### config.mk
export PLATFORM = sky130hd
export DESIGN_NAME = icache_prefetch
export DESIGN_NICKNAME = d
export VERILOG_FILES = /design/src/rtl/icache_prefetch.sv
export SDC_FILE = /design/constraint.sdc
export NUM_CORES = 1
export LEC_CHECK = 0
export BUFFER_PORTS_ARGS = -buffer_cell sky130_fd_sc_hd__buf_4
export CORE_MARGIN = 10
export CORE_UTILIZATION = 45
export CTS_CLUSTER_SIZE = 30
export DETAILED_ROUTE_END_ITERATION = 12
export GPL_ROUTABILITY_DRIVEN = 1
export HOLD_SLACK_MARGIN = 0.06
export PLACE_DENSITY = 0.6
export RECOVER_POWER = 100
export SYNTH_ARGS = -nofsm -noshare
export SYNTH_HDL_FRONTEND = slang
export SYNTH_SLANG_ARGS = --single-unit
### constraint.sdc
create_clock -name CLK -period 10.4 [get_ports CLK]
set_input_delay 0.52 -clock CLK [delete_from_list [all_inputs] [get_ports CLK]]
set_output_delay 0.52 -clock CLK [all_outputs]
set_load 0.01 [all_outputs]
### src/rtl/icache_prefetch.sv
// Direct-mapped read-only instruction cache, optional next-line prefetch after each demand fill.
// Latency: hits serve in the same cycle; miss = 1 + memory latency + 1 cycles. Backpressure: BUSYWAIT stalls CPU, IMEM_BUSYWAIT stalls fills.
module icache_prefetch #(
    parameter int ADDR_W   = 10,
    parameter int LINES    = 8,
    parameter int WORDS    = 4,
    parameter int PREFETCH = 0,
    localparam int OFF     = $clog2(WORDS),
    localparam int IDX     = $clog2(LINES),
    localparam int TAG_W   = ADDR_W - 2 - OFF - IDX,
    localparam int BLK_W   = ADDR_W - 2 - OFF,
    localparam int OFF_W   = (OFF > 0) ? OFF : 1
) (
    input  logic                  CLK,
    input  logic                  RESET,
    input  logic [31:0]           PC,
    output logic [31:0]           INSTRUCTION,
    output logic                  BUSYWAIT,
    output logic                  IMEM_READ,
    output logic [BLK_W-1:0]      IMEM_ADDRESS,
    input  logic [32*WORDS-1:0]   IMEM_READDATA,
    input  logic                  IMEM_BUSYWAIT,
    output logic [15:0]           HIT_COUNT,
    output logic [15:0]           MISS_COUNT
);

    typedef enum logic [1:0] {S_IDLE, S_FILL, S_PF} state_t;

    state_t                 state_q, state_d;
    logic [BLK_W-1:0]       req_q, req_d;
    logic                   rd_q, rd_d;
    logic [LINES-1:0]       valid_q;
    logic [TAG_W-1:0]       tag_q  [LINES];
    logic [32*WORDS-1:0]    data_q [LINES];
    logic [15:0]            hit_cnt_q, miss_cnt_q;

    logic [BLK_W-1:0]       pc_blk;
    logic [IDX-1:0]         pc_idx;
    logic [TAG_W-1:0]       pc_tag;
    logic [OFF_W-1:0]       pc_word;
    logic [32*WORDS-1:0]    pc_line;
    logic                   hit;
    logic [BLK_W-1:0]       next_blk;
    logic                   next_resident;
    logic                   pf_serve;
    logic                   busy, hit_inc, miss_inc, line_wr;
    logic                   unused_pc;

    assign pc_blk = PC[ADDR_W-1:OFF+2];
    assign pc_idx = pc_blk[IDX-1:0];
    assign pc_tag = pc_blk[BLK_W-1:IDX];
    assign unused_pc = ^{PC[31:ADDR_W], PC[1:0]};

    generate
        if (WORDS > 1) begin : g_word
            assign pc_word = PC[OFF+1:2];
        end else begin : g_single
            assign pc_word = '0;
        end
    endgenerate

    assign hit     = valid_q[pc_idx] && (tag_q[pc_idx] == pc_tag);
    assign pc_line = data_q[pc_idx];

    assign next_blk      = req_q + 1'b1;
    assign next_resident = valid_q[next_blk[IDX-1:0]] && (tag_q[next_blk[IDX-1:0]] == next_blk[BLK_W-1:IDX]);
    // While prefetching, only the line being filled is off-limits to the CPU.
    assign pf_serve      = hit && (pc_idx != req_q[IDX-1:0]);

    always_comb begin
        state_d  = state_q;
        req_d    = req_q;
        rd_d     = rd_q;
        busy     = 1'b1;
        hit_inc  = 1'b0;
        miss_inc = 1'b0;
        line_wr  = 1'b0;
        case (state_q)
            S_IDLE: begin
                busy = !hit;
                if (hit) begin
                    hit_inc = 1'b1;
                end else begin
                    miss_inc = 1'b1;
                    state_d  = S_FILL;
                    req_d    = pc_blk;
                    rd_d     = 1'b1;
                end
            end
            S_FILL: begin
                if (!IMEM_BUSYWAIT) begin
                    line_wr = 1'b1;
                    if ((PREFETCH != 0) && !next_resident) begin
                        state_d = S_PF;
                        req_d   = next_blk;
                    end else begin
                        state_d = S_IDLE;
                        rd_d    = 1'b0;
                    end
                end
            end
            S_PF: begin
                busy    = !pf_serve;
                hit_inc = pf_serve;
                if (!IMEM_BUSYWAIT) begin
                    line_wr = 1'b1;
                    state_d = S_IDLE;
                    rd_d    = 1'b0;
                end
            end
            default: state_d = S_IDLE;
        endcase
    end

    // Outputs are forced quiet while reset is held.
    assign BUSYWAIT     = RESET & busy;
    assign INSTRUCTION  = RESET ? pc_line[32*pc_word +: 32] : 32'd0;
    assign IMEM_READ    = rd_q;
    assign IMEM_ADDRESS = req_q;
    assign HIT_COUNT    = hit_cnt_q;
    assign MISS_COUNT   = miss_cnt_q;

    always_ff @(posedge CLK or negedge RESET) begin
        if (!RESET) begin
            state_q    <= S_IDLE;
            req_q      <= '0;
            rd_q       <= 1'b0;
            valid_q    <= '0;
            hit_cnt_q  <= '0;
            miss_cnt_q <= '0;
        end else begin
            state_q <= state_d;
            req_q   <= req_d;
            rd_q    <= rd_d;
            if (line_wr) begin
                valid_q[req_q[IDX-1:0]] <= 1'b1;
            end
            if (hit_inc && (hit_cnt_q != 16'hFFFF)) begin
                hit_cnt_q <= hit_cnt_q + 16'd1;
            end
            if (miss_inc && (miss_cnt_q != 16'hFFFF)) begin
                miss_cnt_q <= miss_cnt_q + 16'd1;
            end
        end
    end

    // Tag and data need no reset: the valid bit qualifies them.
    always_ff @(posedge CLK) begin
        if (line_wr && RESET) begin
            tag_q[req_q[IDX-1:0]]  <= req_q[BLK_W-1:IDX];
            data_q[req_q[IDX-1:0]] <= IMEM_READDATA;
        end
    end

endmodule

==> Yosys cells after proc, flatten, opt, wreduce, memory -nomap -nowiden <==
Memory sizes are Yosys's and may differ from the RTL's.
Cells that the tools add are included.
{ "op_classes": {"bitwise": 3, "n_reduce_logical": 14, "mux": 20, "n_addsub": 2, "order_cmp": 3, "eq_ne": 8, "shifts": 1} }
{ "ops": {"columns": ["op", "count"], "rows": [
  ["$shiftx 128x8->32", 1],
  ["$add 16x1->16 const B", 2],
  ["$mux 32", 1],
  ["$ne 16x16->1 const B", 2],
  ["$mux 1", 11],
  ["$lt 3x4->1 const B", 2],
  ["$or 8x8->8", 1],
  ["$logic_and 1x1->1", 6],
  ["$pmux 1 s2", 3],
  ["$mux 2", 2],
  ["$ne 2x2->1 const B", 2],
  ["$pmux 2 s2", 1],
  ["$reduce_and 2->1", 2],
  ["$bmux 1 s3", 1],
  ["$demux 1 s3", 1],
  ["$eq 3x3->1", 1],
  ["$ge 3x1->1 const B", 1],
  ["$ne 3x3->1", 1],
  ["$reduce_and 3->1", 1],
  ["$eq 2x1->1 const B", 1],
  ["$eq 2x2->1 const B", 1],
  ["$logic_not 1->1", 2],
  ["$logic_not 2->1", 1],
  ["$reduce_bool 2->1", 1],
  ["other kinds (3)", 3]
]} }
{ "word_totals": {"ram_bits": 1048, "inputBits": 163, "regBits": 49, "n_memories": 2, "output_inout_bits": 72} }
{ "mem_list": {"columns": ["memory", "depth", "word_bits", "read_ports", "rd_ports_with_merged_regs", "write_ports", "line_no", "text"], "rows": [
  ["data_q", 8, 128, 1, 0, 1, "34", "logic [32*WORDS-1:0] data_q [LINES];"],
  ["tag_q", 8, 3, 1, 0, 1, "33", "logic [TAG_W-1:0] tag_q [LINES];"]
]} }

==> Logic depth before layout (Yosys ltp) <==
{ "depth": {"depth_word": 7, "depth_mapped": 10, "ltp_nobuf": 7} }

==> Worst setup path before layout <==
No wires, ideal clock.
{ "synth_timing": {"kind": "in2reg", "startpoint": "input IMEM_BUSYWAIT", "endpoint": "memory data_q[0][0] in the netlist's numbering (enable)", "setup_ns": 0.623, "n_path_buf": 0, "slack_ns": 3.279, "stages": 3, "arrival_ns": 6.499, "required_time_ns": 9.777, "cell_sequence": "nand2b_1 -> or3_1 -> nor2_1"} }
{ "synth_between": {"elab_chain_len": 5} }
{ "synth_rtl": {"columns": ["item", "line_no", "text"], "rows": [
  ["from (decl)", "22", "input logic IMEM_BUSYWAIT,"],
  ["$mux 1", "91, 105", null],
  ["$mux 1", null, null],
  ["$logic_and 1x1->1", "149", "if (line_wr && RESET) begin"],
  ["$mux 1", "149", null],
  ["$mux 1 (not written as such)", "151", "data_q[req_q[IDX-1:0]] <= IMEM_READDATA;"],
  ["to (decl)", "34", null]
]} }
Every way passes these cells.

==> Worst setup path after layout <==
{ "layout_timing": {"startpoint": "input RESET", "endpoint": "memory data_q[6][51] in the netlist's numbering (enable)"} }
{ "layout_between": {"elab_chain_len": 3} }
{ "layout_rtl": {"columns": ["item", "line_no", "text"], "rows": [
  ["from (decl)", "15", "input logic RESET,"],
  ["$logic_and 1x1->1", "149", null],
  ["$mux 1", "149", null],
  ["$mux 1 (not written as such)", "151", null]
]} }
Every way passes these cells.

==> flow_summary_export.csv <==
group,metric,value,unit
synthesis,ys_ff_latch,1095,
sta,fmax,140,MHz
synthesis,synth_common_cells,"1048 x edfxtp_1, 325 x mux4_2, 47 x dfrtp_1",
sta,worst_slew_pin_slew,4.77,ns
route,ant_nets,0,
clock_network,root_buffer,"clkbuf_16",
clock_network,cts_buffers,113,
synthesis,ys_warn_count,0,
sta,final.setup.tns,0,ns
sta,finalHoldViolCount,0,
global_route,grt_pass1_wl,137000,um
clock_network,htreeDepth,3,
finish,stdcell_area,49200,um2
setup_path,rr_worst_depth,4,
route,drtIter0Drc,1533,
floorplan,io_pins,235,
sta,period_minus_slack,7.14,ns
floorplan,rows,112,
route,route.detailed.vias_per_inst,5.54,
setup_path,arrival,7.30,ns
placement,hpwl,47000,um
clock_network,clk_pin_slew,0.06,ns
synthesis,synth_edf_count,1048,
synthesis,synthArstFlopShare,4.29,%
setup_path,crit-reg2reg-launch,"state_q[0]$_DFFE_PN0P_",
global_route,grtUsageTotal,17.2,%
finish,fillerInstances,7330,
job,maxCapViolations,13,
sta,relSlewSlack,-218,%
synthesis,syn_area_per_cell,24.2,um2
sta,drv_slew,887,
synthesis,synthFlopType,"edfxtp_1",
route,vias,19300,
sta,layout_worst_path_cycle_share,68.6,%
global_route,grt_pass1_vias,20700,
setup_path,crit_type,"in2reg",
synthesis,synth_top_area_share,74.9,%
synthesis,yosysSeqAreaShare,77.6,%
setup_path,path_cells,"dlygate4sd3_1 > clkbuf_1 > nand2_1 > nor2_4 > clkbuf_2",
setup_path,endpoint_kind,"register",
global_route,grt_overflow,0,
floorplan,start_util,45.2,%
status,status,"complete, but fails checks",
floorplan,die_h,326,um
floorplan,die_area,106000,um2
placement,place_congestion,0.757,
sta,whs,0.117,ns
min_path,whs_path_depth,2,
placement,io_buffers,210,
floorplan,die_w,326,um
route,firstDrtPassIters,4,
sta,finalSetupViolCount,0,
synthesis,syn_area,42000,um2
global_route,grt_max_degree,132,
min_path,worstHoldStart,"PC[8]",
clock_network,cts_tree,"done",
pwr,power_density,198,nW/um2
floorplan,core_area,93000,um2
pwr,finalPower,9.74,mW
synthesis,synth_nets,1899,
clock_network,insertion_delay,0.70,ns
setup_path,cp-start-kind,"input port",
setup_path,r2r_end,"data_q[6][51]$_DFFE_PP_",
setup_path,critPathMaxFanout,131,
clock_network,cts.path.max_buffers,3,
pwr,ir_drop,0.134,mV
synthesis,synth_most_common_cell,"edfxtp_1",
status,failed_checks,"max-capacitance violations, max-slew violations",
sta,rsz0062_at_grt,"no",
clock_network,cts-resized-gates,0,
route,drc_errors,0,
synthesis,synth_area_leaders,"edfxtp_1 75%, mux4_2 17%, dfrtp_1 2.8%",
sta,finalClockSkew,0.0334,ns
placement,placed_area,45100,um2
synthesis,syn_inst,1734,
setup_path,slowest_delay,3.28,ns
global_route,antenna_found_initial,12,
finish,area_growth,17.0,%
setup_path,required,10.57,ns
synthesis,synth.distinct_cells,42,
finish,layout-drive-gt1-share,23.8,%
setup_path,critPathSlowestCell,"clkbuf_2",
min_path,hp-class,"in2reg",
min_path,worst_hold_path.endpoint,"IMEM_ADDRESS[4]$_DFFE_PN0P_",
synthesis,yosysTopAreaCell,"edfxtp_1",
clock_network,postCtsSetupRepairBufs,0,
pwr,power.leakage,15.5,nW
finish,fin_nets,2288,
route,detail_route.wl_per_cell,26.4,um
clock_network,cts_sinks,1095,
setup_path,reg2reg_slack,4.97,ns
route,wl,91700,um
==> area by class of cell <==
class                           instances  area (um2)  area share, %
Sequential cell                      1095       32600           66.4
Multi-Input combinational cell        551        8980           18.3
Tap cell                             1254        1570           3.19
Inverter                                3        11.3         0.0229
Clock buffer                          144        2980           6.05
Antenna cell                            5        12.5         0.0254
Clock inverter                         68         662           1.35
Timing Repair Buffer                  359        2330           4.73
==> critical path: cells and delay by family <==
| family | cells | cell delay [ns] |
|---|---|---|
| buf+inv | 3 | 5.77 |
| simple gates | 2 | 0.84 |
==> where the power goes <==
part | internal [mW] | switching [mW]
clock network | 2.28 | 1.65
registers | 5.04 | 0.0679
logic | 0.301 | 0.403
total | 7.62 | 2.13
==> routing by layer <==
| layer | GRT usage, % | vias up | wire length (um) |
|---|---|---|---|
| met1 | 23.8 | 10400 | 39800 |
| met3 | 3.51 | 129 | 4690 |
| met2 | 28.0 | 493 | 45600 |
| met5 | 0 | - | 51 |
| li1 | - | 8233 | - |
| met4 | 3.85 | 10 | 1550 |
==> through the flow <==
stage                     instances  utilization, %  worst slack, ns
after floorplan                1734               -             3.28
after global placement         3131            48.5             5.80
after detailed placement       3131            48.5             5.78
after CTS                      3474            53.8             5.79
after global routing           3477            52.9             2.85
final                          3479            52.9             3.26
==> flip-flops by register name, indices dropped and copies added, names as in the netlist <==
register / cells
HIT_COUNT: 16
tag_q: 24
state_q: 1
IMEM_ADDRESS: 6
data_q: 1024
MISS_COUNT: 16
valid_q: 8
==> worst max path at each step <==
| stage | start | endpoint | slack, ns | cells past startpoint |
|---|---|---|---|---|
| 5_1_grt | RESET | data_q[7][9]$_DFFE_PP_ | 2.85 | 5 |
| 3_5_place_dp | PC[4] | INSTRUCTION[4] | 5.78 | 7 |
| 4_1_cts | PC[4] | INSTRUCTION[4] | 5.79 | 7 |
| 3_3_place_gp | PC[4] | INSTRUCTION[4] | 5.80 | 7 |
| 6_report | RESET | data_q[6][51]$_DFFE_PP_ | 3.26 | 5 |
| 2_1_floorplan | IMEM_BUSYWAIT | data_q[0][0]$_DFFE_PP_ | 3.28 | 3 |
==> logic make-up after synthesis <==
group                    synth area share [%]
multiplexers                             18.7
adder cells (fa/ha/maj)                0.0595
AND/OR/NAND/NOR                          1.68
XOR/XNOR                                0.625
buffers and inverters                   0.961
flip-flops                               77.6
AO/OA/AOI/OAI                           0.307
==> placed cells by master, fill, tap and decap left out, types with 3 or more instances in the layout <==
cell,synthesis,final
edfxtp_1,1048,1048
mux4_2,325,325
clkbuf_1,41,230
dlygate4sd3_1,0,131
clkbuf_16,0,114
dfrtp_1,47,47
mux2i_1,44,44
nor2b_1,36,36
nand2_1,25,25
clkinv_2,0,25
xnor2_1,23,23
clkinv_1,0,21
buf_4,2,16
nand3_1,10,10
and3_1,10,10
bufinv_16,0,10
nor2_1,13,9
mux2_2,9,9
nand4_1,9,9
o21bai_1,8,8
xor2_1,7,7
nor3_1,6,6
diode_2,0,5
nor2_4,0,4
clkbuf_2,0,4
buf_12,0,4
inv_1,3,3
nor4_1,2,3
clkinvlp_4,0,3
==> timing repair <==
action | in CTS | in global routing
setup endpoints to repair | 0 | 0
hold buffers | 131 | 0
hold endpoints to repair | 1034 | 0
Power figures use the tool's default switching activity.
